$ cat src/rtl/mem_port_arbiter_pkg.sv
`default_nettype none
// ============================================================================
// Package     : mem_arb_pkg
// Description : Shared types and defaults for the unified instruction/data
//               memory port arbiter.
// Contents    : resp_owner_e  - which port owns the read response in flight
//               C_*_DEF       - default address/data widths
//               streak_width  - counter width able to hold 0..max
// Revision    : 1.0 - initial release
// ============================================================================
package mem_arb_pkg;

    localparam int C_ADDR_W_DEF = 7;
    localparam int C_DATA_W_DEF = 32;

    typedef enum logic [1:0] {
        OWN_NONE = 2'd0,
        OWN_IF   = 2'd1,
        OWN_D    = 2'd2
    } resp_owner_e;

    // A zero-width counter is illegal, so a max of 0 still gets one bit.
    function automatic int streak_width(input int max);
        return (max < 1) ? 1 : $clog2(max + 1);
    endfunction

endpackage
`default_nettype wire

$ cat src/rtl/mem_port_arbiter_streak_counter.sv
`default_nettype none
// ============================================================================
// Module      : arb_streak_counter
// Description : Saturating counter of consecutive data-port wins while the
//               fetch port is waiting.
// Ports       : clk    - clock
//               rst    - asynchronous active-high reset
//               inc_i  - count one more data win (saturates at MAX)
//               clr_i  - clear the streak (has priority over inc_i)
//               sat_o  - streak has reached MAX
// Revision    : 1.0 - initial release
// ============================================================================
module arb_streak_counter
    import mem_arb_pkg::*;
#(
    parameter int MAX = 4
) (
    input  logic clk,
    input  logic rst,
    input  logic inc_i,
    input  logic clr_i,
    output logic sat_o
);

    localparam int            CW    = streak_width(MAX);
    localparam logic [CW-1:0] C_MAX = CW'(MAX);

    logic [CW-1:0] cnt_q;
    logic [CW-1:0] cnt_d;

    assign sat_o = (cnt_q == C_MAX);

    always_comb begin
        cnt_d = cnt_q;
        if (clr_i) begin
            cnt_d = '0;
        end else if (inc_i && !sat_o) begin
            cnt_d = cnt_q + 1'b1;
        end
    end

    always_ff @(posedge clk or posedge rst) begin
        if (rst) begin
            cnt_q <= '0;
        end else begin
            cnt_q <= cnt_d;
        end
    end

endmodule
`default_nettype wire

$ cat src/rtl/mem_port_arbiter.sv
`default_nettype none
// ============================================================================
// Module      : mem_port_arbiter
// Description : Shares one single-port synchronous RAM (registered address,
//               1-cycle read latency) between the instruction-fetch port (IF)
//               and the CPU data port (D). D has priority, but after
//               MAX_STREAK consecutive D wins against a waiting fetch the
//               fetch is served once. MAX_STREAK = 0 gives strict D priority.
// Ports       : clk, rst                   - clock, async active-high reset
//               if_req/if_addr/if_gnt      - fetch request and grant
//               if_rvalid/if_rdata         - fetch read response
//               d_req/d_we/d_addr/d_wdata  - data request
//               d_gnt                      - data grant
//               d_rvalid/d_rdata           - data read response
//               mem_addr/mem_wren/mem_data - RAM command
//               mem_q                      - RAM read data (cycle after addr)
//               if_stall                   - fetch waiting this cycle
// Revision    : 1.0 - initial release
// ============================================================================
module mem_port_arbiter
    import mem_arb_pkg::*;
#(
    parameter int ADDR_W     = C_ADDR_W_DEF,
    parameter int DATA_W     = C_DATA_W_DEF,
    parameter int MAX_STREAK = 4
) (
    input  logic              clk,
    input  logic              rst,
    input  logic              if_req,
    input  logic [ADDR_W-1:0] if_addr,
    output logic              if_gnt,
    output logic              if_rvalid,
    output logic [DATA_W-1:0] if_rdata,
    input  logic              d_req,
    input  logic              d_we,
    input  logic [ADDR_W-1:0] d_addr,
    input  logic [DATA_W-1:0] d_wdata,
    output logic              d_gnt,
    output logic              d_rvalid,
    output logic [DATA_W-1:0] d_rdata,
    output logic [ADDR_W-1:0] mem_addr,
    output logic              mem_wren,
    output logic [DATA_W-1:0] mem_data,
    input  logic [DATA_W-1:0] mem_q,
    output logic              if_stall
);

    localparam bit C_FAIR_EN = (MAX_STREAK != 0);

    logic        streak_sat;
    logic        fair;
    resp_owner_e owner_q;
    resp_owner_e owner_d;
    logic [DATA_W-1:0] if_hold_q;
    logic [DATA_W-1:0] d_hold_q;

    // ---------------------------------------------------------------- grant
    assign fair     = C_FAIR_EN && streak_sat;
    assign d_gnt    = d_req & ~(if_req & fair);
    assign if_gnt   = if_req & ~d_gnt;
    assign if_stall = if_req & ~if_gnt;

    // ------------------------------------------------------------ RAM mux
    // Write data is passed straight through; it only matters when D writes.
    assign mem_addr = d_gnt ? d_addr : if_addr;
    assign mem_wren = d_gnt & d_we;
    assign mem_data = d_wdata;

    // ------------------------------------------------------------- streak
    // Only D wins against a waiting fetch build the streak; a fetch grant or
    // an idle fetch port ends it.
    arb_streak_counter #(
        .MAX   (MAX_STREAK)
    ) u_streak (
        .clk   (clk),
        .rst   (rst),
        .inc_i (d_gnt & if_req),
        .clr_i (if_gnt | ~if_req),
        .sat_o (streak_sat)
    );

    // --------------------------------------------------- response owner
    // Writes complete at grant, so only reads claim the next-cycle response.
    always_comb begin
        owner_d = OWN_NONE;
        if (if_gnt) begin
            owner_d = OWN_IF;
        end else if (d_gnt && !d_we) begin
            owner_d = OWN_D;
        end
    end

    always_ff @(posedge clk or posedge rst) begin
        if (rst) begin
            owner_q   <= OWN_NONE;
            if_hold_q <= '0;
            d_hold_q  <= '0;
        end else begin
            owner_q <= owner_d;
            if (owner_q == OWN_IF) begin
                if_hold_q <= mem_q;
            end
            if (owner_q == OWN_D) begin
                d_hold_q <= mem_q;
            end
        end
    end

    // Each port shows live RAM data on its response cycle and otherwise
    // keeps presenting the last word it was given.
    assign if_rvalid = (owner_q == OWN_IF);
    assign d_rvalid  = (owner_q == OWN_D);
    assign if_rdata  = if_rvalid ? mem_q : if_hold_q;
    assign d_rdata   = d_rvalid  ? mem_q : d_hold_q;

endmodule
`default_nettype wire

$ cat config.mk
export PLATFORM = sky130hd
export DESIGN_NAME = mem_port_arbiter
export DESIGN_NICKNAME = d
export VERILOG_FILES = /design/src/rtl/mem_port_arbiter_pkg.sv /design/src/rtl/mem_port_arbiter_streak_counter.sv /design/src/rtl/mem_port_arbiter.sv
export SDC_FILE = /design/constraint.sdc
export NUM_CORES = 1
export LEC_CHECK = 0
export BUFFER_PORTS_ARGS = -buffer_cell sky130_fd_sc_hd__buf_2
export CORE_MARGIN = 2
export CORE_UTILIZATION = 25
export CTS_CLUSTER_DIAMETER = 120
export CTS_CLUSTER_SIZE = 10
export DETAILED_ROUTE_END_ITERATION = 10
export PLACE_DENSITY = 0.51
export SLEW_MARGIN = 5
export SYNTH_ARGS = -nofsm -noshare
export SYNTH_HDL_FRONTEND = slang
export SYNTH_SLANG_ARGS = --single-unit
$ cat constraint.sdc
create_clock -name clk -period 2.5 [get_ports clk]
set_clock_uncertainty 0.2 [all_clocks]
set_input_delay 0.25 -clock clk [delete_from_list [all_inputs] [get_ports clk]]
set_output_delay 0.25 -clock clk [all_outputs]
set_load 0.01 [all_outputs]
After elaboration in Yosys (flattened, before gate mapping)
Index checks and enable logic that the tools add are counted.

Bits in registers: 69.

$add $sub $neg: 1. Equal/unequal tests: 3. Mux-type cells: 7. Bitwise gates (word level): 11. Reduce and logical (&&, ||, !) cells: 5.

Operators with widths (count): $mux W32 (2); $mux W7 (1); $and A1 B1 Y1 (6); $mux W3 (2); $mux W2 (2); $not A1 Y1 (4); $add A3 B1 Y3 const B (1); $eq A3 B3 Y1 const B (1); $eq A2 B1 Y1 const B (1); $eq A2 B2 Y1 const B (1); $logic_and A1 B1 Y1 (2); $logic_not A1 Y1 (2); $reduce_bool A2 Y1 (1); $or A1 B1 Y1 (1).

Longest topological paths before layout
Gate-level depths: netlist of the first run.

Depth in word-level cells: 8. Gate-level depth with buffers: 5. Mapped depth without buffers: 4.

Hierarchy
A second synthesis of the first run with hierarchy kept.

Cells, all modules: 207. Area, all modules: 3265.6 µm².

By module, submodules not included: mem_port_arbiter (instances 1, cells an instance 188, area each 3069.2 µm²); arb_streak_counter (instances 1, cells an instance 19, area each 196.4 µm²).

Worst setup path before layout of the first run
Ideal clock, no wire load.

Path kind: register to output. From: register u_streak.cnt_q[0]. To: output if_gnt. Arrival: 1162 ps. Slack: 888 ps. Cell stages (with the launch flop): 6. Buffers on the path: 1. Path through: dfrtp_1 inv_1 ha_1 buf_2 nand2_1 a21boi_0.

Longest elaborated chain between the ends: 6.

Ends and longest elaborated chain: start, declared (line mem_port_arbiter_streak_counter.sv:28) `logic [CW-1:0] cnt_q;`; start signal, assigned (line mem_port_arbiter_streak_counter.sv:46) `cnt_q <= cnt_d;`; $eq A3 B3 Y1 (line mem_port_arbiter_streak_counter.sv:31) `assign sat_o = (cnt_q == C_MAX);`; $and A1 B1 Y1 (line mem_port_arbiter.sv:59) `assign d_gnt = d_req & ~(if_req & fair);`; $not A1 Y1 (line mem_port_arbiter.sv:59); $and A1 B1 Y1 (line mem_port_arbiter.sv:59); $not A1 Y1 (line mem_port_arbiter.sv:60) `assign if_gnt = if_req & ~d_gnt;`; $and A1 B1 Y1 (line mem_port_arbiter.sv:60); end, declared (line mem_port_arbiter.sv:31) `output logic if_gnt,`.

Every way passes these cells.

Worst setup path after layout of the first run
From: register u_streak.cnt_q[0]. To: output mem_wren.

Longest elaborated chain between the ends: 5.

Ends and longest elaborated chain: $eq A3 B3 Y1 (line mem_port_arbiter_streak_counter.sv:31); $and A1 B1 Y1 (line mem_port_arbiter.sv:59); $not A1 Y1 (line mem_port_arbiter.sv:59); $and A1 B1 Y1 (line mem_port_arbiter.sv:59); $and A1 B1 Y1 (line mem_port_arbiter.sv:66) `assign mem_wren = d_gnt & d_we;`; end, declared (line mem_port_arbiter.sv:42) `output logic mem_wren,`.

Every way passes these cells.

==> results of run 1 <==
-- critical path, stage by stage (launching register included) --
cell and delay (ns):
dfrtp_1 0.40, inv_1 0.07, ha_1 0.37, and3_2 0.38, and3b_1 0.20, buf_2 0.14
-- synth_stat cells --
| library cell | instances | area [sq um] |
|---|---|---|
| a21boi_0 | 1 | 7.510 |
| a21oi_1 | 2 | 10.01 |
| and3_1 | 1 | 6.260 |
| and3b_1 | 1 | 8.760 |
| and4_1 | 1 | 8.760 |
| buf_2 | 3 | 15.01 |
| buf_4 | 33 | 247.7 |
| buf_6 | 7 | 78.83 |
| clkbuf_1 | 3 | 11.26 |
| dfrtp_1 | 69 | 1727 |
| ha_1 | 2 | 25.02 |
| inv_1 | 4 | 15.01 |
| mux2_2 | 6 | 67.56 |
| mux2_4 | 58 | 870.8 |
| nand2_1 | 9 | 33.78 |
| nand2b_1 | 9 | 56.30 |
| nand4_1 | 7 | 43.79 |
| nor2b_1 | 2 | 12.51 |
| nor3b_1 | 2 | 15.01 |
| o211ai_1 | 7 | 52.55 |
| or3b_1 | 1 | 8.760 |
-- report_power, final --
group | switching [uW] | internal [uW]
sequential | 51.5 | 1300
combinational | 380 | 466
clock | 457 | 852
total | 888 | 2620
-- final timing paths --
path                       depth (start not counted)                end  slack (ns)         startpoint
max reg2reg                                        4         owner_q[0]        0.83  u_streak.cnt_q[0]
min                                                2       if_hold_q[0]        0.01           mem_q[0]
min reg2reg                                        1  u_streak.cnt_q[0]        0.27  u_streak.cnt_q[0]
max in group asynchronous                          4  u_streak.cnt_q[1]        1.05                rst
max                                                5           mem_wren        0.17  u_streak.cnt_q[0]
min in group asynchronous                          3       d_hold_q[17]        0.41                rst
-- placed cells by master, fill, tap and decap left out, types with 2 or more instances in the layout --
cell,synthesis,routed
dfrtp_1,69,69
a21oi_1,2,2
ha_1,2,2
nand4_1,7,7
mux2_4,58,58
o211ai_1,7,7
buf_12,0,3
clkbuf_16,0,9
buf_2,3,127
clkbuf_8,0,3
mux2_2,6,6
nand2_1,9,9
dlygate4sd3_1,0,33
nor3b_1,2,2
inv_1,4,3
nand2b_1,9,8
-- flip-flops by register name, summed over array words and instances, names as in the netlist --
signal	cells
d_hold_q	32
if_hold_q	32
owner_q	2
u_streak.cnt_q	3
-- repair_timing --
item                                    CTS  global route
resized for setup                         0             1
hold endpoints to repair                 97             0
endpoints found under the setup margin    0             8
hold buffers                             33             0
-- cell type report --
class	instances	area share (%)
sequential	69	37.97
multi-input combinational	109	27.24
timing repair buffer	164	22.73
clock buffer	13	5.944
tap	176	4.843
clock inverter	3	0.9356
inverter	4	0.3302
-- logic make-up (layout without fill, tap and decap cells) --
| group | count (synthesis) | after routing | share of synthesized area [%] |
|---|---|---|---|
| fa+ha+maj | 2 | 2 | 0.7532 |
| buf+inv | 50 | 184 | 11.07 |
| flops | 69 | 69 | 51.98 |
| compound gates | 10 | 10 | 2.109 |
| mux | 64 | 64 | 28.25 |
| simple gates | 33 | 33 | 5.838 |
-- stage by stage --
stage | area [sq um] | hold slack (ns) | power [uW] | util [%]
after detailed placement | 3902 | 0.2379 | 2188 | 29.82
after global placement | 3902 | 0.2260 | 2173 | 29.82
after CTS | 4546 | 0.006598 | 3578 | 34.74
after global routing | 4547 | 0.01590 | 3707 | 34.75
final | 4547 | 0.01461 | 3509 | 34.75
after floorplan | 3322 | 0.1203 | 1928 | -
-- routing by layer --
| metal | wire length, um | vias to the layer above | global-route usage, % | share of wire (%) |
|---|---|---|---|---|
| li1 | - | 1005 | - | - |
| met1 | 3174 | 1060 | 13.63 | 39 |
| met2 | 4128 | 86 | 19.90 | 51 |
| met3 | 490 | 40 | 2.826 | 6.0 |
| met4 | 341 | 0 | 7.515 | 4.2 |
| met5 | 0 | - | 0 | 0 |
==> run metrics, run 1 <==
outcome=finished, final reports clean; Max Cap Viol=0; initial antenna violation count=0; Die ar.=14,230 sq um; Site Rows=42; dpl hpwl=5.794 mm; P_leak=around 0.0023 uW; setup bufs post-CTS=0; YS warnings=0; type of origin of the critical path=register; area occupied by multi-input gates=1239 sq um; final period utilization=93.30%; antenna cells=0; share of cells above drive strength 1=59.12%; First-pass DRT Iterations=3; final cell count without fillers=about 540; DP Worst Slack=0.3897 ns; crit path DAT=1.88 ns; vias in the first global route=2,379; Yosys reg bits=69; Max Buffers Root-to-Sink=2; syn nets=313; Filler Cell Count=1,287; type of the worst min-delay path=in2reg; Vias=2,191; Netlist cell types=21; drt first-iter violations=61; die height=119.3 um; peak supply drop=approximately 0.00026 V; DR vias/cell=approximately 4.1; Final Slew Violations=0; TNS Setup=0 ns; Final #Nets=442; global route total overflow=0; cell count after synthesis=approximately 230; Die X=between 100 and 150 um; DRC=0; first-pass GRT wire length=12.92 mm; Synth Area per Inst=roughly 15 sq um; core area=13,090 sq um; IO Pins=roughly 190; setup violators final=0; Final WS setup=~0.17 ns; GP Congestion=0.6950; Routed WL=8.134 mm; CTS root buf=clkbuf_16; crit end category=output port; slew of the pin with the lowest slew margin=0.7499 ns; FMAX=0.4287 GHz; clock transition at the registers of the reported paths=0.06 ns; total track usage=between 10% and 20%; Placed Cells=489; CTS tree=yes; port buffer count=127; Antenna Nets Post-Route=0; Wirelength per Cell=15.12 um; Max FO, Critical Path=11; CTS Sinks=69; largest net degree at the start of global routing=36; # H-tree levels=3; min Tclk post-route=approximately 2.3 ns; Area Overhead vs Synth=36.87%; CP required=~2 ns; Pwr per Cell Area=771.7 nW/um^2; Worst-Skew Late Latency=0.32 ns; initial core utilization=25.39%; Final Hold Viols=0; Slew HR=49.93%; RSZ-0062 raised after global routing=no; Crit Path Category=reg2out; register area share after synthesis=~52%; synthesized area=3322 sq um; Storage cell area=1727 sq um; Num CTS Buffers=9
No activity file was read; power rests on OpenSTA's default activity.
==> run 2, diff against run 1 <==
--- a/config.mk
+++ b/config.mk
@@ -5,6 +5,7 @@
 export SDC_FILE = /design/constraint.sdc
 export NUM_CORES = 1
 export LEC_CHECK = 0
+export ABC_AREA = 1
 export BUFFER_PORTS_ARGS = -buffer_cell sky130_fd_sc_hd__buf_2
 export CORE_MARGIN = 2
 export CORE_UTILIZATION = 25
==> run metrics, run 2 <==
Max Buffers Root-to-Sink=2 (unchanged); Pwr per Cell Area=783.1 nW/um^2 (was 771.7 nW/um^2); type of the worst min-delay path=in2reg (unchanged); final hold slack=0.01416 ns (was 0.01461 ns); area occupied by multi-input gates=1021 sq um (was 1239 sq um); Hold Path Depth=3 (was 2); DP Worst Slack=0.6079 ns (was 0.3897 ns); Area Overhead vs Synth=27.26% (was 36.87%); setup violators final=0 (unchanged); most area-hungry cell type in the Yosys netlist=dfrtp_1 (unchanged); crit path DAT=1.77 ns (was 1.88 ns); CTS root buf=clkbuf_16 (unchanged); fin util=32.27% (was 34.75%); Wirelength per Cell=11.50 um (was 15.12 um); top_reg_cell synth=dfrtp_1 (unchanged); Worst-Skew Late Latency=0.33 ns (was 0.32 ns); TNS Setup=0 ns (unchanged); CP required=2.05 ns (about the same); Top delay family on crit path=buffers and inverters (was simple AND/OR/NAND/NOR gates); CTS tree=yes (unchanged); Crit Path Category=reg2out (unchanged); crit end category=output port (unchanged); outcome=finished, final reports clean (unchanged); syn nets=408 (was 313); Final #Nets=514 (was 442); FMAX=0.4509 GHz (was 0.4287 GHz); peak supply drop=0.0003431 V (was 0.0002584 V); GP Congestion=0.7012 (was 0.6950); Yosys reg bits=69 (unchanged); CP Cell Sequence=inv_1, nand2_4, buf_12, nand2_1, o21ai_2, buf_2 (was inv_1, ha_1, and3_2, and3b_1, buf_2); min Tclk post-route=2.218 ns (was 2.333 ns); YS warnings=0 (unchanged); register area share after synthesis=52.04% (was 51.98%); DR vias/cell=3.878 (was 4.072); port buffer count=127 (unchanged); stages on the worst setup path=6 (was 5); Critical-path top delay cell=dfrtp_1 (unchanged); global route total overflow=0 (unchanged); RSZ-0062 raised after global routing=no (unchanged); Synth top cells by count=dfrtp_1 (69), nand2_1 (64), o21ai_2 (60) (was dfrtp_1 (69), mux2_4 (58), buf_4 (33)); Antenna Nets Post-Route=0 (unchanged); met3 Use GR=4.167% (was 2.826%); cell count after synthesis=323 (was 228); Max Cap Viol=0 (unchanged); type of origin of the critical path=register (unchanged); initial core utilization=25.36% (was 25.39%); first-pass GRT wire length=11.54 mm (was 12.92 mm); Hold Buf Count CTS=10 (was 33); Final Hold Viols=0 (unchanged); final period utilization=88.71% (was 93.30%); Final WS setup=0.2823 ns (was 0.1675 ns); global routing's busiest layer=met2 (unchanged); Slew HR=64.46% (was 49.93%); CTS resizes=0 (unchanged); Synth area leaders=dfrtp_1 (52%), o21ai_2 (16%), buf_4 (7.2%), nand2_1 (7.2%), inv_1 (4.9%) (was dfrtp_1 (52%), mux2_4 (26%), buf_4 (7.5%), buf_6 (2.4%), mux2_2 (2.0%)); Worst Path Buf+Inv=3 (was 2); commonest non-fill, non-tap cells in the layout=buf_2 (127), dfrtp_1 (69), nand2_1 (64) (was buf_2 (127), dfrtp_1 (69), mux2_4 (58)); share of the synthesized area in the top cell type=52.04% (was 51.98%); Die ar.=14,210 sq um (was 14,230 sq um); GRT met1 Usage=12.91% (was 13.63%); antenna cells=0 (unchanged); dpl hpwl=5.178 mm (was 5.794 mm); # H-tree levels=3 (unchanged); die height=119.2 um (was 119.3 um); P_leak=0.002281 uW (was 0.002260 uW); clock transition at the registers of the reported paths=0.05 ns (was 0.06 ns); Max FO, Critical Path=36 (was 11); share of cells above drive strength 1=52.19% (was 59.12%); Storage cell area=1727 sq um (unchanged); met2 Use GR=15.23% (was 19.90%); Synth async-reset ratio=100.0% (unchanged); IO Pins=192 (unchanged); commonest non-fill, non-tap cell in the layout=buf_2 (unchanged); Final Slew Violations=0 (unchanged); CP max stage delay=0.38 ns (was 0.40 ns); largest net degree at the start of global routing=42 (was 36); Num CTS Buffers=9 (unchanged); synthesized area=3318 sq um (was 3322 sq um); vias in the first global route=2,366 (was 2,379); Post-synth EDFFs=0 (unchanged); CTS Sinks=69 (unchanged); Synth Area per Inst=10.27 sq um (was 14.57 sq um); total track usage=10.51% (was 11.89%); initial antenna violation count=0 (unchanged); Tot Pwr=3307 uW (was 3509 uW); FF-to-FF path depth=5 (was 4); Site Rows=42 (unchanged); Routed WL=7.003 mm (was 8.134 mm); setup bufs post-CTS=0 (unchanged); core area=13,090 sq um (unchanged); Netlist cell types=19 (was 21); DRC=0 (unchanged); Filler Cell Count=1,390 (was 1,287); Vias=2,362 (was 2,191); Die X=119.2 um (was 119.3 um); First-pass DRT Iterations=4 (was 3); biggest regs=d_hold_q: 32 flops, if_hold_q: 32 flops, u_streak.cnt_q: 3 flops (unchanged); slew of the pin with the lowest slew margin=0.5331 ns (was 0.7499 ns); most frequent cell after synthesis=dfrtp_1 (unchanged); drt first-iter violations=54 (was 61)
## run 2: cell types whose count changed after synthesis, sizes merged, moves of 9 or more
cell / change
nand2: +72
mux2: -64
o21ai: +64
inv: +40
nand2b: -9
nand3: +9
## run 2: cell type report
cell class                      instances  share of cell area [%]
Multi-Input combinational cell        163                   24.18
Inverter                               44                   3.911
Tap cell                              176                   5.215
Sequential cell                        69                   40.89
Clock inverter                          4                   1.156
Timing Repair Buffer                  142                   18.90
Clock buffer                           11                   5.748
## run 2: path summary, 6_finish.rpt
check | start | to | slack [ns]
max in group asynchronous | rst | if_hold_q[22] | 1.30
setup / recovery | owner_q[0] | d_rdata[17] | 0.28
setup reg to reg | owner_q[0] | d_hold_q[15] | 0.93
min in group asynchronous | rst | if_hold_q[9] | 0.37
hold reg to reg | u_streak.cnt_q[0] | u_streak.cnt_q[0] | 0.26
hold / removal | mem_q[26] | if_hold_q[26] | 0.01
## run 2: power breakdown
part           total, uW  internal, uW  switching (uW)
clock network       1250           791             459
logic                722           298             424
registers           1330          1280            49.7
total               3310          2370             933
## run 2: layer usage
layer	vias to the layer above	part of all wire (%)
li1	1200	-
met1	1023	45
met2	110	42
met3	29	9.1
met4	0	3.1
met5	-	0
## run 2: cells by family after synthesis
kind of cell / synth area share [%]
fa+ha+maj: 0.7540
compound gates: 16.44
xor+xnor: 0.2640
simple gates: 13.01
flops: 52.04
buf+inv: 17.50
## run 2: stage by stage
| step | area (sq um) | cells |
|---|---|---|
| final | 4223 | 609 |
| after global routing | 4223 | 609 |
| after CTS | 4223 | 609 |
| after detailed placement | 3831 | 584 |
| after global placement | 3831 | 584 |
| after floorplan | 3318 | 323 |
## run 2: worst register-to-register path: cells and delay by family (launching register included)
family,cells,cell delay [ns]
compound gates,1,0.08
buf+inv,2,0.37
flops,1,0.38
simple gates,2,0.46
==> run 3, diff against run 2 <==
--- a/config.mk
+++ b/config.mk
@@ -9,6 +9,7 @@
 export BUFFER_PORTS_ARGS = -buffer_cell sky130_fd_sc_hd__buf_2
 export CORE_MARGIN = 2
 export CORE_UTILIZATION = 25
+export CTS_BUF_LIST = sky130_fd_sc_hd__clkbuf_8 sky130_fd_sc_hd__clkbuf_16
 export CTS_CLUSTER_DIAMETER = 120
 export CTS_CLUSTER_SIZE = 10
 export DETAILED_ROUTE_END_ITERATION = 10
==> run metrics, run 3 (synthesis gave the netlist of run 2 again) <==
crit path DAT=1.77 ns (about the same); core area=13,090 sq um (unchanged); Cell Area, Placed=3831 sq um (unchanged); DR vias/cell=3.883 (was 3.878); P_leak=0.002285 uW (was 0.002281 uW); Final Slew Violations=0 (unchanged); antenna cells=0 (unchanged); CTS Sinks=69 (unchanged); Max FO, Critical Path=36 (unchanged); CP required=2.05 ns (about the same); type of origin of the critical path=register (unchanged); Antenna Nets Post-Route=0 (unchanged); peak supply drop=0.0003428 V (was 0.0003431 V); initial core utilization=25.36% (unchanged); setup bufs post-CTS=0 (unchanged); type of the worst min-delay path=in2reg (unchanged); CTS resizes=0 (unchanged); min Tclk post-route=2.218 ns (about the same); CTS root buf=clkbuf_16 (unchanged); share of cells above drive strength 1=52.19% (unchanged); worst r2r src=owner_q[0] (unchanged); commonest non-fill, non-tap cells in the layout=buf_2 (127), dfrtp_1 (69), nand2_1 (64) (unchanged); commonest non-fill, non-tap cell in the layout=buf_2 (unchanged); Site Rows=42 (unchanged); GP Congestion=0.7012 (unchanged); final hold slack=0.01433 ns (was 0.01416 ns); Die X=119.2 um (unchanged); largest net degree at the start of global routing=42 (unchanged); Worst-Skew Late Latency=0.33 ns (about the same); first-pass GRT wire length=11.54 mm (unchanged); slew of the pin with the lowest slew margin=0.5331 ns (unchanged); RSZ-0062 raised after global routing=no (unchanged); FMAX=0.4509 GHz (about the same); # H-tree levels=3 (unchanged); initial antenna violation count=0 (unchanged); Routed WL=7.002 mm (was 7.003 mm); Max Buffers Root-to-Sink=2 (unchanged); Slew HR=64.46% (unchanged); crit end category=output port (unchanged); global route total overflow=0 (unchanged); Hold Buf Count CTS=10 (unchanged); DRC=0 (unchanged); Wirelength per Cell=11.50 um (about the same); IO Pins=192 (unchanged); area occupied by multi-input gates=1021 sq um (unchanged); drt first-iter violations=54 (unchanged); Filler Cell Count=1,390 (unchanged); final period utilization=88.71% (about the same); Area Overhead vs Synth=27.26% (unchanged); vias in the first global route=2,366 (unchanged); hold_sp=mem_q[26] (unchanged); outcome=finished, final reports clean (unchanged); CTS tree=yes (unchanged); clock transition at the registers of the reported paths=0.05 ns (about the same); total track usage=10.51% (unchanged); Final Hold Viols=0 (unchanged); Storage cell area=1727 sq um (unchanged); die height=119.2 um (unchanged); TNS Setup=0 ns (unchanged); Final Cell Area=4223 sq um (unchanged); biggest regs=d_hold_q: 32 flops, if_hold_q: 32 flops, u_streak.cnt_q: 3 flops (unchanged); Critical path origin=owner_q[0] (unchanged); Final #Nets=514 (unchanged); First-pass DRT Iterations=4 (unchanged); dpl hpwl=5.178 mm (unchanged); Pwr per Cell Area=781.9 nW/um^2 (was 783.1 nW/um^2); Num CTS Buffers=9 (unchanged); Crit Path Category=reg2out (unchanged); Die ar.=14,210 sq um (unchanged); setup violators final=0 (unchanged); Max Cap Viol=0 (unchanged); Vias=2,365 (was 2,362); port buffer count=127 (unchanged); fin util=32.27% (unchanged)
run 3: final timing paths:
kind / endpoint / cells past startpoint / slack, ns
worst max-delay path: d_rdata[17] / 6 / 0.28
worst min-delay path: if_hold_q[26] / 3 / 0.01
worst max register to register: d_hold_q[15] / 5 / 0.93
worst min register to register: u_streak.cnt_q[0] / 1 / 0.26
max in group asynchronous: if_hold_q[22] / 4 / 1.30
min in group asynchronous: if_hold_q[9] / 4 / 0.37
run 3: per-stage QoR:
| stage | std cells | worst slack [ns] | power (uW) |
|---|---|---|---|
| final | 609 | 0.2822 | 3302 |
| after global routing | 609 | 0.1310 | 3503 |
| after CTS | 609 | 0.2400 | 3375 |
| after detailed placement | 584 | 0.6079 | 2080 |
| after global placement | 584 | 0.6157 | 2070 |
| after floorplan | 323 | 0.3101 | 1862 |
run 3: per-layer routing:
metal / vias up / part of all wire (%) / track usage, %
met5: - / 0 / 0
met4: 0 / 3.1 / 6.771
met3: 29 / 9.1 / 4.167
met2: 110 / 42 / 15.23
met1: 1026 / 45 / 12.91
li1: 1200 / - / -
run 3: report_power, final:
part | internal [uW] | switching (uW) | total (uW)
logic | 298 | 424 | 722
registers | 1280 | 49.7 | 1330
clock network | 787 | 458 | 1250
total | 2370 | 932 | 3300
run 3: cell type report:
cell class / instances / area share (%)
clock inverter: 5 / 1.244
multi-input combinational: 163 / 24.18
tap: 176 / 5.215
clock buffer: 10 / 5.659
sequential: 69 / 40.89
timing repair buffer: 142 / 18.90
inverter: 44 / 3.911
run 3: worst max-delay path: stages, from the launching register on:
cell	delay, ns
dfrtp_1	0.38
inv_1	0.08
nand2_4	0.34
buf_12	0.27
nand2_1	0.10
o21ai_2	0.08
buf_2	0.15
